### src/rtl/hub75_bcm.sv
// hub75_bcm: binary-code-modulation sequencer for one HUB75 row.
// Each bit plane is shifted into the panel by the external pixel shifter,
// then latched and lit for cfg_lsb_len << plane cycles. The next plane (or
// the first plane of the next row) shifts while the current plane is lit.
module hub75_bcm #(
    parameter  int N_ROWS       = 32,
    parameter  int N_PLANES     = 8,
    localparam int LOG_N_ROWS   = $clog2(N_ROWS),
    localparam int LOG_N_PLANES = $clog2(N_PLANES)
) (
    input  logic                    clk,
    input  logic                    rst,
    input  logic [LOG_N_ROWS-1:0]   bcm_row,
    input  logic                    bcm_go,
    output logic                    bcm_rdy,
    output logic [LOG_N_PLANES-1:0] shift_plane,
    output logic                    shift_go,
    input  logic                    shift_rdy,
    output logic [LOG_N_ROWS-1:0]   phy_addr,
    output logic                    phy_le,
    output logic                    phy_blank,
    input  logic [7:0]              cfg_lsb_len
);

    localparam int TW = 8 + N_PLANES;

    typedef enum logic [2:0] {
        IDLE,
        SHIFT,
        WAIT,
        BLANK,
        LATCH,
        DRAIN
    } state_t;

    state_t                  state;
    logic [TW-1:0]           timer;
    logic [LOG_N_PLANES-1:0] plane;
    logic [LOG_N_ROWS-1:0]   row_r;
    logic                    timer_zero;
    logic                    last_plane;
    logic [TW-1:0]           load_val;

    assign timer_zero  = (timer == '0);
    assign last_plane  = (plane == LOG_N_PLANES'(N_PLANES - 1));
    assign load_val    = {{N_PLANES{1'b0}}, cfg_lsb_len} << plane;

    assign bcm_rdy     = (state == IDLE) || (state == DRAIN);
    assign shift_go    = (state == SHIFT);
    assign shift_plane = plane;
    assign phy_le      = (state == LATCH);
    assign phy_blank   = timer_zero || (state == BLANK) || (state == LATCH);

    // Plane/row sequencer; the row address is taken on entry to LATCH so it
    // is already valid during the latch strobe and only moves while blanked.
    always_ff @(posedge clk) begin
        if (rst) begin
            state    <= IDLE;
            plane    <= '0;
            row_r    <= '0;
            phy_addr <= '0;
        end else begin
            case (state)
                IDLE: begin
                    if (bcm_go) begin
                        row_r <= bcm_row;
                        plane <= '0;
                        state <= SHIFT;
                    end
                end
                SHIFT: begin
                    state <= WAIT;
                end
                WAIT: begin
                    if (shift_rdy && timer_zero) begin
                        state <= BLANK;
                    end
                end
                BLANK: begin
                    phy_addr <= row_r;
                    state    <= LATCH;
                end
                LATCH: begin
                    if (last_plane) begin
                        state <= DRAIN;
                    end else begin
                        plane <= plane + 1'b1;
                        state <= SHIFT;
                    end
                end
                DRAIN: begin
                    if (bcm_go) begin
                        row_r <= bcm_row;
                        plane <= '0;
                        state <= SHIFT;
                    end else if (timer_zero) begin
                        state <= IDLE;
                    end
                end
                default: begin
                    state <= IDLE;
                end
            endcase
        end
    end

    // Display timer: loaded with the plane weight at latch time, then counts
    // down to zero; the panel is lit exactly while it is nonzero.
    always_ff @(posedge clk) begin
        if (rst) begin
            timer <= '0;
        end else if (state == LATCH) begin
            timer <= load_val;
        end else if (!timer_zero) begin
            timer <= timer - 1'b1;
        end
    end

endmodule

### config.mk
export PLATFORM = sky130hd
export DESIGN_NAME = hub75_bcm
export DESIGN_NICKNAME = d
export VERILOG_FILES = /design/src/rtl/hub75_bcm.sv
export SDC_FILE = /design/constraint.sdc
export NUM_CORES = 1
export LEC_CHECK = 0
export BUFFER_PORTS_ARGS = -buffer_cell sky130_fd_sc_hd__buf_2
export CAP_MARGIN = 20
export CORE_UTILIZATION = 30
export DETAILED_ROUTE_END_ITERATION = 16
export GPL_TIMING_DRIVEN = 1
export PLACE_DENSITY_LB_ADDON = 0.1
export SYNTH_ARGS = -nofsm -noshare
export SYNTH_HDL_FRONTEND = slang
export SYNTH_SLANG_ARGS = --single-unit
### constraint.sdc
create_clock -name clk -period 2 [get_ports clk]
set_clock_uncertainty 0.05 [all_clocks]
set_input_delay 0.2 -clock clk [delete_from_list [all_inputs] [get_ports clk]]
set_output_delay 0.2 -clock clk [all_outputs]
set_load 0.01 [all_outputs]
==> results.sh, run 1 <==
export IMPL_outcome="finished, final reports clean"
export IMPL_syn_inst=226
export IMPL_hold_path_start="bcm_row[2]"
export IMPL_die_area_um2=6540
export IMPL_die_w_um=80.9
export IMPL_detailed_place_hpwl_mm=3.64
export IMPL_period_needed_ns=1.93
export IMPL_area_delta_synth_final_pct=26.9
export IMPL_synth_area_per_cell_um2=8.26
export IMPL_reg2regPathDepth=4
export IMPL_fillCellCount=651
export IMPL_final_min_period_over_clock_period=0.965
export IMPL_starting_density=0.313
export IMPL_grt_use_total=0.161
export IMPL_clk_transition_reported_paths_ns=0.08
export IMPL_final_max_slew_viol_count=0
export IMPL_grt_pass1_vias=1659
export IMPL_grt_start_max_net_pins=17
export IMPL_seqCellArea_um2=643
export IMPL_drive_above_1_share=0.267
export IMPL_floorplan_die_height_um=80.9
export IMPL_gp_congestion=0.793
export IMPL_signal_arrival_time_at_the_worst_endpoint_ns=1.68
export IMPL_leakagePower_uw=0.000955
export IMPL_power_per_cell_area_nw_per_um2=1150
export IMPL_mapped_area_um2=1870
export IMPL_syn_nets=246
export IMPL_slew_headroom=0.712
export IMPL_port_buffers=28
export IMPL_vdd_drop_max_uv=552
export IMPL_cts_root_to_sink_buffers=2
export IMPL_multi_input_area_um2=1180
export IMPL_rrSetupSlack_ns=0.10
export IMPL_tritoncts="yes"
export IMPL_vias_per_cell=5.06
export IMPL_final_hold_viol_count=0
export IMPL_wl_per_cell_um=13.9
export IMPL_crit_path_end_kind="output port"
export IMPL_final_instance_count_excl_fill=345
export IMPL_place_ws_ns=0.128
export IMPL_numCtsBuffers=5
export IMPL_timing_setup_tns_ns=0
export IMPL_ant_nets=0
export IMPL_synth_async_sr_flop_share=0
export IMPL_rr_startpoint="timer[8]$_SDFFE_PP0P_"
export IMPL_yosysSeqAreaShare=0.343
export IMPL_worst_hold_slack_ns=0.0957
export IMPL_vias=1745
export IMPL_hp_class="in2reg"
export IMPL_total_overflow_reported_by_the_global_router=0
export IMPL_worst_skew_pair_late_latency_ns=0.29
export IMPL_count_of_flip_flops_with_a_built_in_enable_after_synthesis=0
export IMPL_drt_wl_total_mm=4.78
export IMPL_setup_viol=0
export IMPL_hold_path_endpoint="row_r[2]$_SDFFE_PP0P_"
export IMPL_holdPathStages=3
export IMPL_hold_buffer_count_at_cts=0
export IMPL_register_bit_total_from_synthesis=32
export IMPL_synth_yosys_warnings=0
export IMPL_cp_max_fanout=4
export IMPL_htreeDepth=2
export IMPL_worst_r2r_endpoint="timer[11]$_SDFFE_PP0P_"
export IMPL_clock_sinks=32
export IMPL_power_uw=2720
export IMPL_placementRows=28
export IMPL_tightest_slew_ns=0.431
export IMPL_synth_cell_types=48
export IMPL_synth_flop_cell="dfxtp_1"
export IMPL_top_level_ports=29
export IMPL_setup_ws_ns=0.0695
export IMPL_drt_iter0_markers=64
export IMPL_grt_antenna_before_repair=0
export IMPL_core_area_um2=5960
export IMPL_antenna_cells=0
export IMPL_timing_critical_path_required_ns=1.75
export IMPL_detail_route_first_pass_iterations=4
export IMPL_cp_start_kind="register"
export IMPL_final_nets=289
export IMPL_grt_pass1_wl_mm=8.00
export IMPL_drcViolationCount=0
export IMPL_path_class="reg2out"
export IMPL_cap_violations=0
export IMPL_dp_cells=335
export IMPL_clock_tree_root_driver_cell="clkbuf_8"
export IMPL_fmaxAchievable_mhz=518
## cells in the mapped netlist (2+ instances only)
library cell,count,share of area
dfxtp_1,32,0.34
nor2_1,22,0.044
nand2_1,18,0.036
a21oi_1,15,0.040
mux2i_1,14,0.075
nor3_1,12,0.032
clkbuf_1,10,0.020
nand3_1,10,0.027
a211oi_1,9,0.036
xnor2_1,9,0.042
nand2b_1,7,0.023
o21ai_0,7,0.019
inv_1,4,0.0080
nor2b_1,4,0.013
xor2_1,4,0.019
and2_1,3,0.010
ha_1,3,0.020
mux2_2,3,0.018
or3_1,3,0.010
a211oi_2,2,0.013
a31oi_1,2,0.0067
buf_1,2,0.0040
nand4_1,2,0.0067
nor4_1,2,0.0067
o21a_1,2,0.0080
o22ai_1,2,0.0067
or4_1,2,0.0080
## layer usage
metal  share of wire  global-route usage  wire, µm
met5               0                   0         0
met4          0.0071              0.0536        34
met3           0.039              0.0315       188
met2            0.47               0.263      2230
met1            0.49               0.211      2330
## cells by family after synthesis
group,synth area share
compound gates,0.170
buf+inv,0.0389
flops,0.343
simple gates,0.261
fa+ha+maj,0.0201
xor+xnor,0.0610
mux,0.105
## worst max-delay path, cell delays in order, from the launching register on
cell and delay [ns]:
dfxtp_2 0.33, buf_6 0.12, nor4_4 0.26, nand4_1 0.18, or2_4 0.31, nand3_2 0.09, buf_6 0.11
## per-stage QoR
| step | utilization | cell area, µm² |
|---|---|---|
| after floorplan | - | 1870 |
| after global placement | 0.368 | 2190 |
| after detailed placement | 0.368 | 2190 |
| after CTS | 0.391 | 2330 |
| after global routing | 0.398 | 2370 |
| final | 0.398 | 2370 |
## state kept, by name (all words and copies together) (netlist names)
| name | count |
|---|---|
| state | 3 |
| row_r | 5 |
| shift_plane | 3 |
| timer | 16 |
| phy_addr | 5 |
## power by group
part | switching (µW) | internal (µW)
combinational | 563 | 582
clock | 254 | 440
sequential | 121 | 761
## placed cells by master, fill, tap and decap left out, types with 2 or more instances in the layout
master / count
mux2i_1: 14
o21a_1: 2
dfxtp_1: 30
nor4_4: 2
nand3_1: 9
dfxtp_2: 2
a211oi_1: 9
buf_2: 27
inv_1: 4
xor2_1: 4
o21ai_0: 7
buf_4: 20
or4_1: 2
a31oi_1: 2
ha_1: 3
nand4_1: 2
buf_6: 2
xnor2_1: 9
a211oi_2: 2
nor2_1: 22
and2_1: 3
nor2b_1: 4
nand2_1: 18
o22ai_1: 2
or3_1: 3
a21oi_1: 15
nand2b_1: 7
clkbuf_8: 7
nor3_1: 12
mux2_2: 3
## how the worst max path moves through the flow
stage	startpoint	endpoint	slack, ns	cells past startpoint
final	timer[7]$_SDFFE_PP0P_	phy_blank	0.07	6
after global routing	timer[7]$_SDFFE_PP0P_	phy_blank	-0.0007	6
after CTS	timer[7]$_SDFFE_PP0P_	phy_blank	0.005	6
after detailed placement	timer[6]$_SDFFE_PP0P_	timer[11]$_SDFFE_PP0P_	0.13	4
after global placement	timer[6]$_SDFFE_PP0P_	timer[11]$_SDFFE_PP0P_	0.15	4
after floorplan	timer[6]$_SDFFE_PP0P_	timer[11]$_SDFFE_PP0P_	0.13	4
## layout make-up
cell class                      count  area share
Multi-Input combinational cell    175       0.496
Sequential cell                    32       0.271
Timing Repair Buffer               49       0.130
Clock buffer                        7      0.0407
Tap cell                           75      0.0396
Clock inverter                      1      0.0127
Inverter                            6     0.00950
## what timing repair did
action                     CTS  global route
setup endpoints to repair    1             2
gates resized for setup      2             6
buffers inserted             0             2
pin swaps                    0             4
Power figures use the tool's default switching activity.
==> run 2, diff against run 1 <==
CELL_PAD_IN_SITES_DETAIL_PLACEMENT = 0   (was default)
CELL_PAD_IN_SITES_GLOBAL_PLACEMENT = 2   (was default)
==> run 2 against run 1 <==
Against the previous run: via count is 1.3% higher; register-to-register slack is essentially flat; combinational power about the same; critical endpoint unchanged; critical path type unchanged; first-iteration DRC count decreased by 16%; wire length grew 7.3%; cell area decreased by 1.5%; fmax shrank 0.42%; non-clock buffer count down 1; global-route usage up 0.45 points.
==> results.sh, run 2 (synthesis gave the netlist of run 1 again) <==
export IMPL_floorplan_die_height_um=80.9
export IMPL_area_delta_synth_final_pct=25.0
export IMPL_detail_route_first_pass_iterations=4
export IMPL_grt_pass1_vias=1621
export IMPL_vias=1768
export IMPL_final_min_period_over_clock_period=0.969
export IMPL_htreeDepth=2
export IMPL_slowest_stage="dfxtp_1"
export IMPL_top_regs="timer x16, phy_addr x5, row_r x5"
export IMPL_fmaxAchievable_mhz=516
export IMPL_worst_hold_slack_ns=0.0861
export IMPL_leakagePower_uw=0.000922
export IMPL_wl_per_cell_um=14.9
export IMPL_vdd_drop_max_uv=492
export IMPL_antenna_cells=0
export IMPL_grt_use_total=0.165
export IMPL_core_area_um2=5960
export IMPL_hold_buffer_count_at_cts=0
export IMPL_groute_layer_met2_usage=0.266
export IMPL_setup_viol=0
export IMPL_drcViolationCount=0
export IMPL_worst_path_buf_inv=2
export IMPL_drt_iter0_markers=54
export IMPL_outcome="finished, final reports clean"
export IMPL_globalRouteMet1Util=0.219
export IMPL_die_w_um=80.9
export IMPL_placementRows=28
export IMPL_starting_density=0.313
export IMPL_worst_skew_pair_late_latency_ns=0.29
export IMPL_detailed_place_hpwl_mm=3.84
export IMPL_final_max_slew_viol_count=0
export IMPL_clock_tree_root_driver_cell="clkbuf_8"
export IMPL_cp_max_fanout=5
export IMPL_die_area_um2=6540
export IMPL_crit_path_end_kind="output port"
export IMPL_ant_nets=0
export IMPL_drive_above_1_share=0.268
export IMPL_grt_start_max_net_pins=15
export IMPL_largest_reg_flops=16
export IMPL_vias_per_cell=5.14
export IMPL_power_uw=2560
export IMPL_period_needed_ns=1.94
export IMPL_slew_headroom=0.706
export IMPL_power_per_cell_area_nw_per_um2=1100
export IMPL_signal_arrival_time_at_the_worst_endpoint_ns=1.69
export IMPL_critical_path_top_delay_family="simple AND/OR/NAND/NOR gates"
export IMPL_cpPeakStageDelay_ns=0.31
export IMPL_layout_cells_most_common="dfxtp_1"
export IMPL_grt_busiest_layer="met2"
export IMPL_hp_class="in2reg"
export IMPL_worstPathCellList="buf_4 > nor4_4 > nand4_1 > or2_4 > nand3_2 > buf_6"
export IMPL_timing_critical_path_required_ns=1.75
export IMPL_clk_transition_reported_paths_ns=0.08
export IMPL_regMostFlops="timer"
export IMPL_cap_violations=0
export IMPL_tightest_slew_ns=0.440
export IMPL_port_buffers=28
export IMPL_grt_antenna_before_repair=0
export IMPL_grt_pass1_wl_mm=8.03
export IMPL_tritoncts="yes"
export IMPL_top_level_ports=29
export IMPL_cp_start_kind="register"
export IMPL_final_nets=288
export IMPL_gp_congestion=0.789
export IMPL_timing_setup_tns_ns=0
export IMPL_met3_track_usage_gr=0.0326
export IMPL_path_class="reg2out"
export IMPL_layout_cells_most_common_list="dfxtp_1, buf_2, nor2_1, buf_4, nand2_1"
export IMPL_clock_sinks=32
export IMPL_drt_wl_total_mm=5.13
export IMPL_final_hold_viol_count=0
export IMPL_total_overflow_reported_by_the_global_router=0
export IMPL_numCtsBuffers=5
export IMPL_cts_root_to_sink_buffers=2
run 2: power breakdown:
part,leakage [µW],internal [µW],switching [µW]
registers,0.000262,760,128
clock network,0.0000404,246,275
logic,0.000619,581,570
run 2: worst reg2reg max path, stage by stage, from the launching register on:
cell      delay (ns)
dfxtp_1         0.36
or4_4           0.50
or3_1           0.37
or3_1           0.37
a211oi_2        0.17
run 2: cell type report:
class                           instances  area (µm²)
Clock inverter                          3        23.8
Timing Repair Buffer                   48         300
Fill cell                             656        3620
Inverter                                6        25.0
Clock buffer                            5        68.8
Multi-Input combinational cell        175        1180
Tap cell                               75        93.8
Sequential cell                        32         643
run 2: final timing paths:
kind | from | endpoint | slack [ns] | depth (start not counted)
worst max-delay path | timer[6]$_SDFFE_PP0P_ | phy_blank | 0.06 | 6
worst min-delay path | bcm_row[4] | row_r[4]$_SDFFE_PP0P_ | 0.09 | 3
worst max register to register | timer[8]$_SDFFE_PP0P_ | timer[11]$_SDFFE_PP0P_ | 0.10 | 4
worst min register to register | phy_addr[3]$_SDFFE_PP0P_ | phy_addr[3]$_SDFFE_PP0P_ | 0.41 | 2
run 2: stage by stage:
step	std cells	util	setup WS (ns)	instance area (µm²)
detailed placement	334	0.367	0.133	2190
global route	344	0.392	-0.0238	2330
CTS	343	0.385	0.0108	2290
finish	344	0.392	0.0614	2330
floorplan	226	-	0.130	1870
global placement	334	0.367	0.149	2190
run 2: layer usage:
metal | share of wire | vias up
met2 | 0.46 | 45
met4 | 0.010 | 0
li1 | - | 895
met3 | 0.050 | 5
met1 | 0.48 | 823
met5 | 0 | -
run 2: timing repair:
action,4_1_cts,5_1_grt
resized for setup,1,9
endpoints found under the setup margin,1,5
setup buffers,1,1
pin swaps,1,4
